[src/rtl/lsu_pkg.sv]
// Shared definitions for the load/store unit: RV32I funct3 size codes, FSM states,
// memory latency bound and small request-classification helpers.
package lsu_pkg;

  localparam logic [2:0] F3_B  = 3'b000;
  localparam logic [2:0] F3_H  = 3'b001;
  localparam logic [2:0] F3_W  = 3'b010;
  localparam logic [2:0] F3_BU = 3'b100;
  localparam logic [2:0] F3_HU = 3'b101;

  localparam int MEM_LATENCY_MIN = 1;
  localparam int MEM_LATENCY_MAX = 4;
  localparam int CNT_W           = 3;

  typedef enum logic [2:0] {
    IDLE,
    RD,
    WAIT,
    WR,
    DONE,
    ERR
  } lsu_state_t;

  // Stores only exist as SB/SH/SW; the unsigned codes are load-only.
  function automatic logic funct3_legal(input logic we, input logic [2:0] f3);
    logic ok;
    case (f3)
      F3_B, F3_H, F3_W: ok = 1'b1;
      F3_BU, F3_HU:     ok = !we;
      default:          ok = 1'b0;
    endcase
    return ok;
  endfunction

  function automatic logic addr_misaligned(input logic [2:0] f3, input logic [1:0] off);
    logic mis;
    case (f3)
      F3_H, F3_HU: mis = off[0];
      F3_W:        mis = (off != 2'b00);
      default:     mis = 1'b0;
    endcase
    return mis;
  endfunction

endpackage

[src/rtl/lsu_if.sv]
// Core-side request bus plus word-memory port of the load/store unit.
// master: the core/memory environment; slave: the load/store unit itself.
interface lsu_if;

  logic        req_i;
  logic        we_i;
  logic [2:0]  funct3_i;
  logic [31:0] addr_i;
  logic [31:0] wdata_i;
  logic [31:0] rdata_o;
  logic        done_o;
  logic        busy_o;
  logic        misalign_o;

  logic        mem_rd_en_o;
  logic        mem_wr_en_o;
  logic [31:0] mem_addr_o;
  logic [31:0] mem_wdata_o;
  logic [31:0] mem_rdata_i;

  modport master (
    output req_i, we_i, funct3_i, addr_i, wdata_i, mem_rdata_i,
    input  rdata_o, done_o, busy_o, misalign_o,
    input  mem_rd_en_o, mem_wr_en_o, mem_addr_o, mem_wdata_o
  );

  modport slave (
    input  req_i, we_i, funct3_i, addr_i, wdata_i, mem_rdata_i,
    output rdata_o, done_o, busy_o, misalign_o,
    output mem_rd_en_o, mem_wr_en_o, mem_addr_o, mem_wdata_o
  );

endinterface

[src/rtl/lsu_align.sv]
// Combinational lane logic: extracts and extends a load lane from a memory word,
// and merges a byte/halfword store into the word for read-modify-write.
module lsu_align
  import lsu_pkg::*;
(
  input  logic [2:0]  funct3,
  input  logic [1:0]  byte_off,
  input  logic [31:0] word,
  input  logic [31:0] store_data,
  output logic [31:0] load_data,
  output logic [31:0] merged_word
);

  logic [7:0]  lane_b;
  logic [15:0] lane_h;

  always_comb begin
    lane_b = word[7:0];
    case (byte_off)
      2'd0:    lane_b = word[7:0];
      2'd1:    lane_b = word[15:8];
      2'd2:    lane_b = word[23:16];
      default: lane_b = word[31:24];
    endcase
    lane_h = byte_off[1] ? word[31:16] : word[15:0];

    case (funct3)
      F3_B:    load_data = {{24{lane_b[7]}}, lane_b};
      F3_BU:   load_data = {24'h0, lane_b};
      F3_H:    load_data = {{16{lane_h[15]}}, lane_h};
      F3_HU:   load_data = {16'h0, lane_h};
      default: load_data = word;
    endcase
  end

  // Word stores bypass the merge entirely; only the addressed lane changes otherwise.
  always_comb begin
    merged_word = word;
    case (funct3)
      F3_B: begin
        case (byte_off)
          2'd0:    merged_word[7:0]   = store_data[7:0];
          2'd1:    merged_word[15:8]  = store_data[7:0];
          2'd2:    merged_word[23:16] = store_data[7:0];
          default: merged_word[31:24] = store_data[7:0];
        endcase
      end
      F3_H: begin
        if (byte_off[1]) merged_word[31:16] = store_data[15:0];
        else             merged_word[15:0]  = store_data[15:0];
      end
      default: merged_word = store_data;
    endcase
  end

endmodule

[src/rtl/load_store_unit.sv]
// RV32I load/store unit over a word-wide memory; sub-word stores use read-modify-write.
// Define LSU_MISALIGN_TRAP_EN to trap misaligned addresses instead of force-aligning them.
module load_store_unit
  import lsu_pkg::*;
#(
  parameter int MEM_LATENCY = 1
) (
  input logic   clk,
  input logic   rst_n,
  lsu_if.slave  bus
);

  localparam logic [CNT_W-1:0] LAT_INIT = CNT_W'(MEM_LATENCY);

  lsu_state_t        state_q, state_d;
  logic              we_q;
  logic [2:0]        funct3_q;
  logic [31:0]       addr_q;
  logic [31:0]       wdata_q;
  logic [31:0]       word_q;
  logic [31:0]       rdata_q;
  logic [CNT_W-1:0]  cnt_q;

  logic [31:0]       addr_in;
  logic              trap_in;
  logic [31:0]       align_word;
  logic [31:0]       load_data;
  logic [31:0]       merged_word;
  logic              rd_en;
  logic              wr_en;
  logic              done;
  logic [31:0]       wdata_out;

  always_comb begin
    addr_in = bus.addr_i;
    trap_in = !funct3_legal(bus.we_i, bus.funct3_i);
`ifdef LSU_MISALIGN_TRAP_EN
    trap_in = trap_in || addr_misaligned(bus.funct3_i, bus.addr_i[1:0]);
`else
    case (bus.funct3_i)
      F3_H, F3_HU: addr_in[0]   = 1'b0;
      F3_W:        addr_in[1:0] = 2'b00;
      default:     ;
    endcase
`endif
  end

  // During WAIT the lane logic sees the live memory word; in WR it sees the captured one.
  assign align_word = (state_q == WAIT) ? bus.mem_rdata_i : word_q;

  lsu_align u_align (
    .funct3      (funct3_q),
    .byte_off    (addr_q[1:0]),
    .word        (align_word),
    .store_data  (wdata_q),
    .load_data   (load_data),
    .merged_word (merged_word)
  );

  always_ff @(posedge clk) begin
    if (!rst_n) begin
      state_q  <= IDLE;
      we_q     <= 1'b0;
      funct3_q <= 3'b000;
      addr_q   <= '0;
      wdata_q  <= '0;
      word_q   <= '0;
      rdata_q  <= '0;
      cnt_q    <= '0;
    end else begin
      state_q <= state_d;
      if (state_q == IDLE && bus.req_i) begin
        we_q     <= bus.we_i;
        funct3_q <= bus.funct3_i;
        addr_q   <= addr_in;
        wdata_q  <= bus.wdata_i;
      end
      // WAIT spans MEM_LATENCY+1 cycles; the word is sampled when the counter reaches zero.
      case (state_q)
        RD: cnt_q <= LAT_INIT;
        WAIT: begin
          if (cnt_q != '0) begin
            cnt_q <= cnt_q - CNT_W'(1);
          end else begin
            word_q <= bus.mem_rdata_i;
            if (!we_q) rdata_q <= load_data;
          end
        end
        default: ;
      endcase
    end
  end

  always_comb begin
    state_d   = state_q;
    rd_en     = 1'b0;
    wr_en     = 1'b0;
    done      = 1'b0;
    wdata_out = '0;
    case (state_q)
      IDLE: begin
        if (bus.req_i) begin
          if (trap_in)                               state_d = ERR;
          else if (bus.we_i && bus.funct3_i == F3_W) state_d = WR;
          else                                       state_d = RD;
        end
      end
      RD: begin
        rd_en   = 1'b1;
        state_d = WAIT;
      end
      WAIT: begin
        if (cnt_q == '0) state_d = we_q ? WR : DONE;
      end
      WR: begin
        wr_en     = 1'b1;
        wdata_out = merged_word;
        state_d   = DONE;
      end
      DONE: begin
        done    = 1'b1;
        state_d = IDLE;
      end
      ERR: begin
        done    = 1'b1;
        state_d = IDLE;
      end
      default: state_d = IDLE;
    endcase
  end

`ifdef LSU_MISALIGN_TRAP_EN
  logic mis_q;

  always_ff @(posedge clk) begin
    if (!rst_n) begin
      mis_q <= 1'b0;
    end else if (state_q == IDLE && bus.req_i) begin
      mis_q <= addr_misaligned(bus.funct3_i, bus.addr_i[1:0]);
    end
  end

  assign bus.misalign_o = (state_q == ERR) && mis_q;
`else
  assign bus.misalign_o = 1'b0;
`endif

  assign bus.rdata_o     = rdata_q;
  assign bus.done_o      = done;
  assign bus.busy_o      = (state_q != IDLE);
  assign bus.mem_rd_en_o = rd_en;
  assign bus.mem_wr_en_o = wr_en;
  assign bus.mem_addr_o  = {addr_q[31:2], 2'b00};
  assign bus.mem_wdata_o = wdata_out;

endmodule
[src/flat_wrapper.sv]
// flat-port wrapper written by rule: the top's interface ports become plain ports
module load_store_unit_flat import lsu_pkg::*;
#(
  parameter int MEM_LATENCY = 1
)
  (clk, rst_n, bus_req_i, bus_we_i, bus_funct3_i, bus_addr_i, bus_wdata_i, bus_mem_rdata_i, bus_rdata_o, bus_done_o, bus_busy_o, bus_misalign_o, bus_mem_rd_en_o, bus_mem_wr_en_o, bus_mem_addr_o, bus_mem_wdata_o);
  lsu_if bus_i ();
  input logic clk;
  input logic rst_n;
  input wire logic [$bits(bus_i.req_i)-1:0] bus_req_i;
  input wire logic [$bits(bus_i.we_i)-1:0] bus_we_i;
  input wire logic [$bits(bus_i.funct3_i)-1:0] bus_funct3_i;
  input wire logic [$bits(bus_i.addr_i)-1:0] bus_addr_i;
  input wire logic [$bits(bus_i.wdata_i)-1:0] bus_wdata_i;
  input wire logic [$bits(bus_i.mem_rdata_i)-1:0] bus_mem_rdata_i;
  output wire logic [$bits(bus_i.rdata_o)-1:0] bus_rdata_o;
  output wire logic [$bits(bus_i.done_o)-1:0] bus_done_o;
  output wire logic [$bits(bus_i.busy_o)-1:0] bus_busy_o;
  output wire logic [$bits(bus_i.misalign_o)-1:0] bus_misalign_o;
  output wire logic [$bits(bus_i.mem_rd_en_o)-1:0] bus_mem_rd_en_o;
  output wire logic [$bits(bus_i.mem_wr_en_o)-1:0] bus_mem_wr_en_o;
  output wire logic [$bits(bus_i.mem_addr_o)-1:0] bus_mem_addr_o;
  output wire logic [$bits(bus_i.mem_wdata_o)-1:0] bus_mem_wdata_o;
  assign bus_i.req_i = bus_req_i;
  assign bus_i.we_i = bus_we_i;
  assign bus_i.funct3_i = bus_funct3_i;
  assign bus_i.addr_i = bus_addr_i;
  assign bus_i.wdata_i = bus_wdata_i;
  assign bus_i.mem_rdata_i = bus_mem_rdata_i;
  assign bus_rdata_o = bus_i.rdata_o;
  assign bus_done_o = bus_i.done_o;
  assign bus_busy_o = bus_i.busy_o;
  assign bus_misalign_o = bus_i.misalign_o;
  assign bus_mem_rd_en_o = bus_i.mem_rd_en_o;
  assign bus_mem_wr_en_o = bus_i.mem_wr_en_o;
  assign bus_mem_addr_o = bus_i.mem_addr_o;
  assign bus_mem_wdata_o = bus_i.mem_wdata_o;
  load_store_unit #(.MEM_LATENCY(MEM_LATENCY)) u_core (.clk(clk), .rst_n(rst_n), .bus(bus_i));
endmodule
[config.mk]
export PLATFORM = sky130hd
export DESIGN_NAME = load_store_unit_flat
export DESIGN_NICKNAME = d
export VERILOG_FILES = /design/src/rtl/lsu_pkg.sv /design/src/rtl/lsu_if.sv /design/src/rtl/lsu_align.sv /design/src/rtl/load_store_unit.sv /design/src/flat_wrapper.sv
export SDC_FILE = /design/constraint.sdc
export NUM_CORES = 1
export LEC_CHECK = 0
export BUFFER_PORTS_ARGS = -buffer_cell sky130_fd_sc_hd__buf_4
export CAP_MARGIN = 10
export CORE_AREA = 5 5 155 157
export CTS_CLUSTER_DIAMETER = 150
export CTS_CLUSTER_SIZE = 12
export DETAILED_ROUTE_END_ITERATION = 16
export DIE_AREA = 0 0 160 162
export PLACE_DENSITY_LB_ADDON = 0.3
export SLEW_MARGIN = 20
export SYNTH_ARGS = -nofsm -noshare
export SYNTH_HDL_FRONTEND = slang
export SYNTH_HIERARCHICAL = 1
export SYNTH_SLANG_ARGS = --single-unit
[constraint.sdc]
create_clock -name clk -period 3.1 [get_ports clk]
set_input_delay 0.62 -clock clk [delete_from_list [all_inputs] [get_ports clk]]
set_output_delay 0.62 -clock clk [all_outputs]
set_load 0.02 [all_outputs]
==> results.yml <==
sta:
  setup_viol: 0
  drv_slew: 0
  rsz0062_at_grt: "yes"
  hold_violations: 0
  skew_ns: 0.0142
  worstMarginPinSlew_ns: 0.989
  max_freq_ghz: 0.327
  slew_headroom_pct: 34.1
  fin_hold_ws_ns: 0.446
  min_period_over_period_pct: 98.6
  fin_crit_ns: 3.06
synth:
  synthTopCellsByArea: "dfxtp_1, a21boi_0, nand2_1"
  synthAdderAreaFrac_pct: 0.314
  ys_seq_area_share_pct: 34.7
  synthesis.instances: 988
  synth_most_common_cell: "nand2_1"
  ys.flop_type: "dfxtp_1"
  synth_edf_count: 0
  synth_cell_types: 61
  synth-compound-area-share_pct: 25.7
  synth_top_area_share_pct: 34.7
  synthMuxAreaShare_pct: 8.61
  syn_area_sq_um: 7970
  yosys.area_share.simple_pct: 22.1
  syn-mean-instance-area_sq_um: 8.06
  synth_top_cell_by_area: "dfxtp_1"
  synthArstFlopShare_pct: 0
  ys_seq_elements: 138
  synth_top_family_by_area: "compound AO/OA/AOI/OAI gates"
  synth_warnings: 6
  synth_xor_area_share_pct: 0
  synth_common_cells: "nand2_1, dfxtp_1, a21boi_0"
cts:
  ctsHoldBuffers: 0
  clkLatencyLatePin_ns: 0.42
  clk_pin_slew_worst_paths_ns: 0.06
  clockBufferDepth: 2
  cts.sinks: 138
  cts-root-buf: "clkbuf_16"
  cts_tree: "yes"
  htreeDepth: 4
  cts_buffers: 17
die:
  die_h_microns: 162
  initial_core_util_pct: 35.6
  dieArea_sq_um: 25900
  pin_count: 204
  num_rows: 55
  coreArea_sq_um: 22400
  dieWidth_microns: 160
placed_design:
  place_congestion: 0.943
  dpl.hpwl_microns: 18800
  dp_cells: 1373
  port_buffers: 200
layout:
  multi_input_area_sq_um: 4620
  final_layout_size_suffix_gt1_share_pct: 29.3
  n_antenna_cell: 0
  n_fill_cell: 2217
  stdcell_count: 1408
  register_area_sq_um: 2760
  finalNetCount: 1215
  postLayoutCoreUtil_pct: 45.1
  syn_to_final_growth_pct: 26.7
route:
  dr_total_vias: 7532
  detail_route.vias_per_cell: 5.35
  wl_per_cell_microns: 19.2
  firstDrtPassIters: 6
  routed_wl_microns: 27000
  postRouteAntennaNets: 0
  route.detailed.drc: 0
  drt_first_iter_violations: 852
worst_setup_path:
  worstPathRequired_ns: 2.48
  arrival_ns: 2.44
  critPathMaxFanout: 4
  critPathLaunchType: "flop"
  crit_type: "flop to output pin"
  end_kind: "output pin"
global_routing:
  grt_max_degree: 69
  antenna_found_initial: 0
  grt_pass1_vias: 7368
  grt_use_total_pct: 19.9
  grt_pass1_wl_microns: 41600
  gr-total-overflow: 0
job:
  max_cap_violations: 0
hold_path:
  hp-class: "primary input to flop"
power_and_ir_drop:
  pwr_density_cell_nw_per_um2: 508
  p_total_uw: 5130
  ir_drop_mv: 0.368
  leakagePower_uw: 0.00414
status:
  status: "completed"
## stage by stage
stage               instance area [sq um]  setup WS (ns)  setup TNS (ns)
floorplan                            7970          0.429               0
global placement                     9390          0.314               0
finish                              10100         0.0430               0
detailed placement                   9390          0.271               0
CTS                                 10100        0.00713               0
global route                        10100        -0.0145         -0.0247
## cell families after synthesis
group,count (synthesis)
AO/OA/AOI/OAI,293
other,1
multiplexers,53
adder cells (fa/ha/maj),2
AND/OR/NAND/NOR,368
buffers and inverters,133
flip-flops,138
## worst max-delay path, cell delays in order, from the launching register on
cell and delay (ns):
dfxtp_1 0.36, or3b_4 0.47, mux2_2 0.34, a221oi_1 0.41
o2bb2ai_1 0.13, and2_1 0.15, buf_4 0.15
## cells in the final DEF, fill, tap and decap left out, types with 6 or more instances in the layout
cell type and n:
a21boi_0 125, a21boi_1 8, a21oi_1 11, a221o_1 8
a22o_1 8, a31oi_1 8, and2_1 33, buf_4 222
clkbuf_16 17, dfxtp_1 137, inv_1 6, mux2_2 37
mux4_2 7, nand2_1 172, nand3_1 85, nor2_1 27
nor2b_1 7, o21ai_0 75, o21bai_1 9, o311a_1 9
or2_1 8
## registers in the layout, indices dropped and copies added (netlist names)
register / count
u_core/addr_q: 32
u_core/bus.rdata_o: 32
u_core/wdata_q: 32
u_core/word_q: 32
u_core/cnt_q: 3
u_core/funct3_q: 3
u_core/state_q: 3
u_core/we_q: 1
## report_power, final
| part | total, uW | switching, uW | leakage, uW | internal, uW |
|---|---|---|---|---|
| Combinational | 1070 | 641 | 0.00272 | 427 |
| Clock | 2120 | 843 | 0.000289 | 1280 |
| Sequential | 1940 | 78.7 | 0.00112 | 1860 |
## path summary, 6_finish.rpt
kind	end	from	slack (ns)	cells after the start
min reg2reg	u_core/addr_q[6]	u_core/addr_q[6]	0.46	2
max	bus_mem_wdata_o[28]	u_core/state_q[0]	0.04	6
max reg2reg	u_core/bus.rdata_o[21]	u_core/state_q[0]	0.37	8
min	u_core/wdata_q[5]	bus_wdata_i[5]	0.45	3
## layer usage
layer / vias up / share of wire, % / wire length, microns / global-route usage [%]
li1: 3673 / - / - / -
met1: 3488 / 44 / 11800 / 26.1
met2: 320 / 46 / 12400 / 31.1
met3: 51 / 8.0 / 2170 / 6.24
met4: 0 / 2.4 / 648 / 7.08
met5: - / 0 / 0 / 0
## repair_timing
action | 4_1_cts | 5_1_grt
setup endpoints to repair | 14 | 23
pin swaps | 1 | 1
resized for setup | 6 | 11
buffers inserted | 1 | 0
cloned | 1 | 1
## area by class of cell
class | count | area share (%)
multi-input cells | 721 | 45.8
flip-flops and latches | 138 | 27.4
repair buffers | 225 | 17.1
clock buffers | 19 | 4.29
well taps | 285 | 3.53
clock inverters | 13 | 1.66
inverters | 7 | 0.260
(Power assumes the default switching activity.)
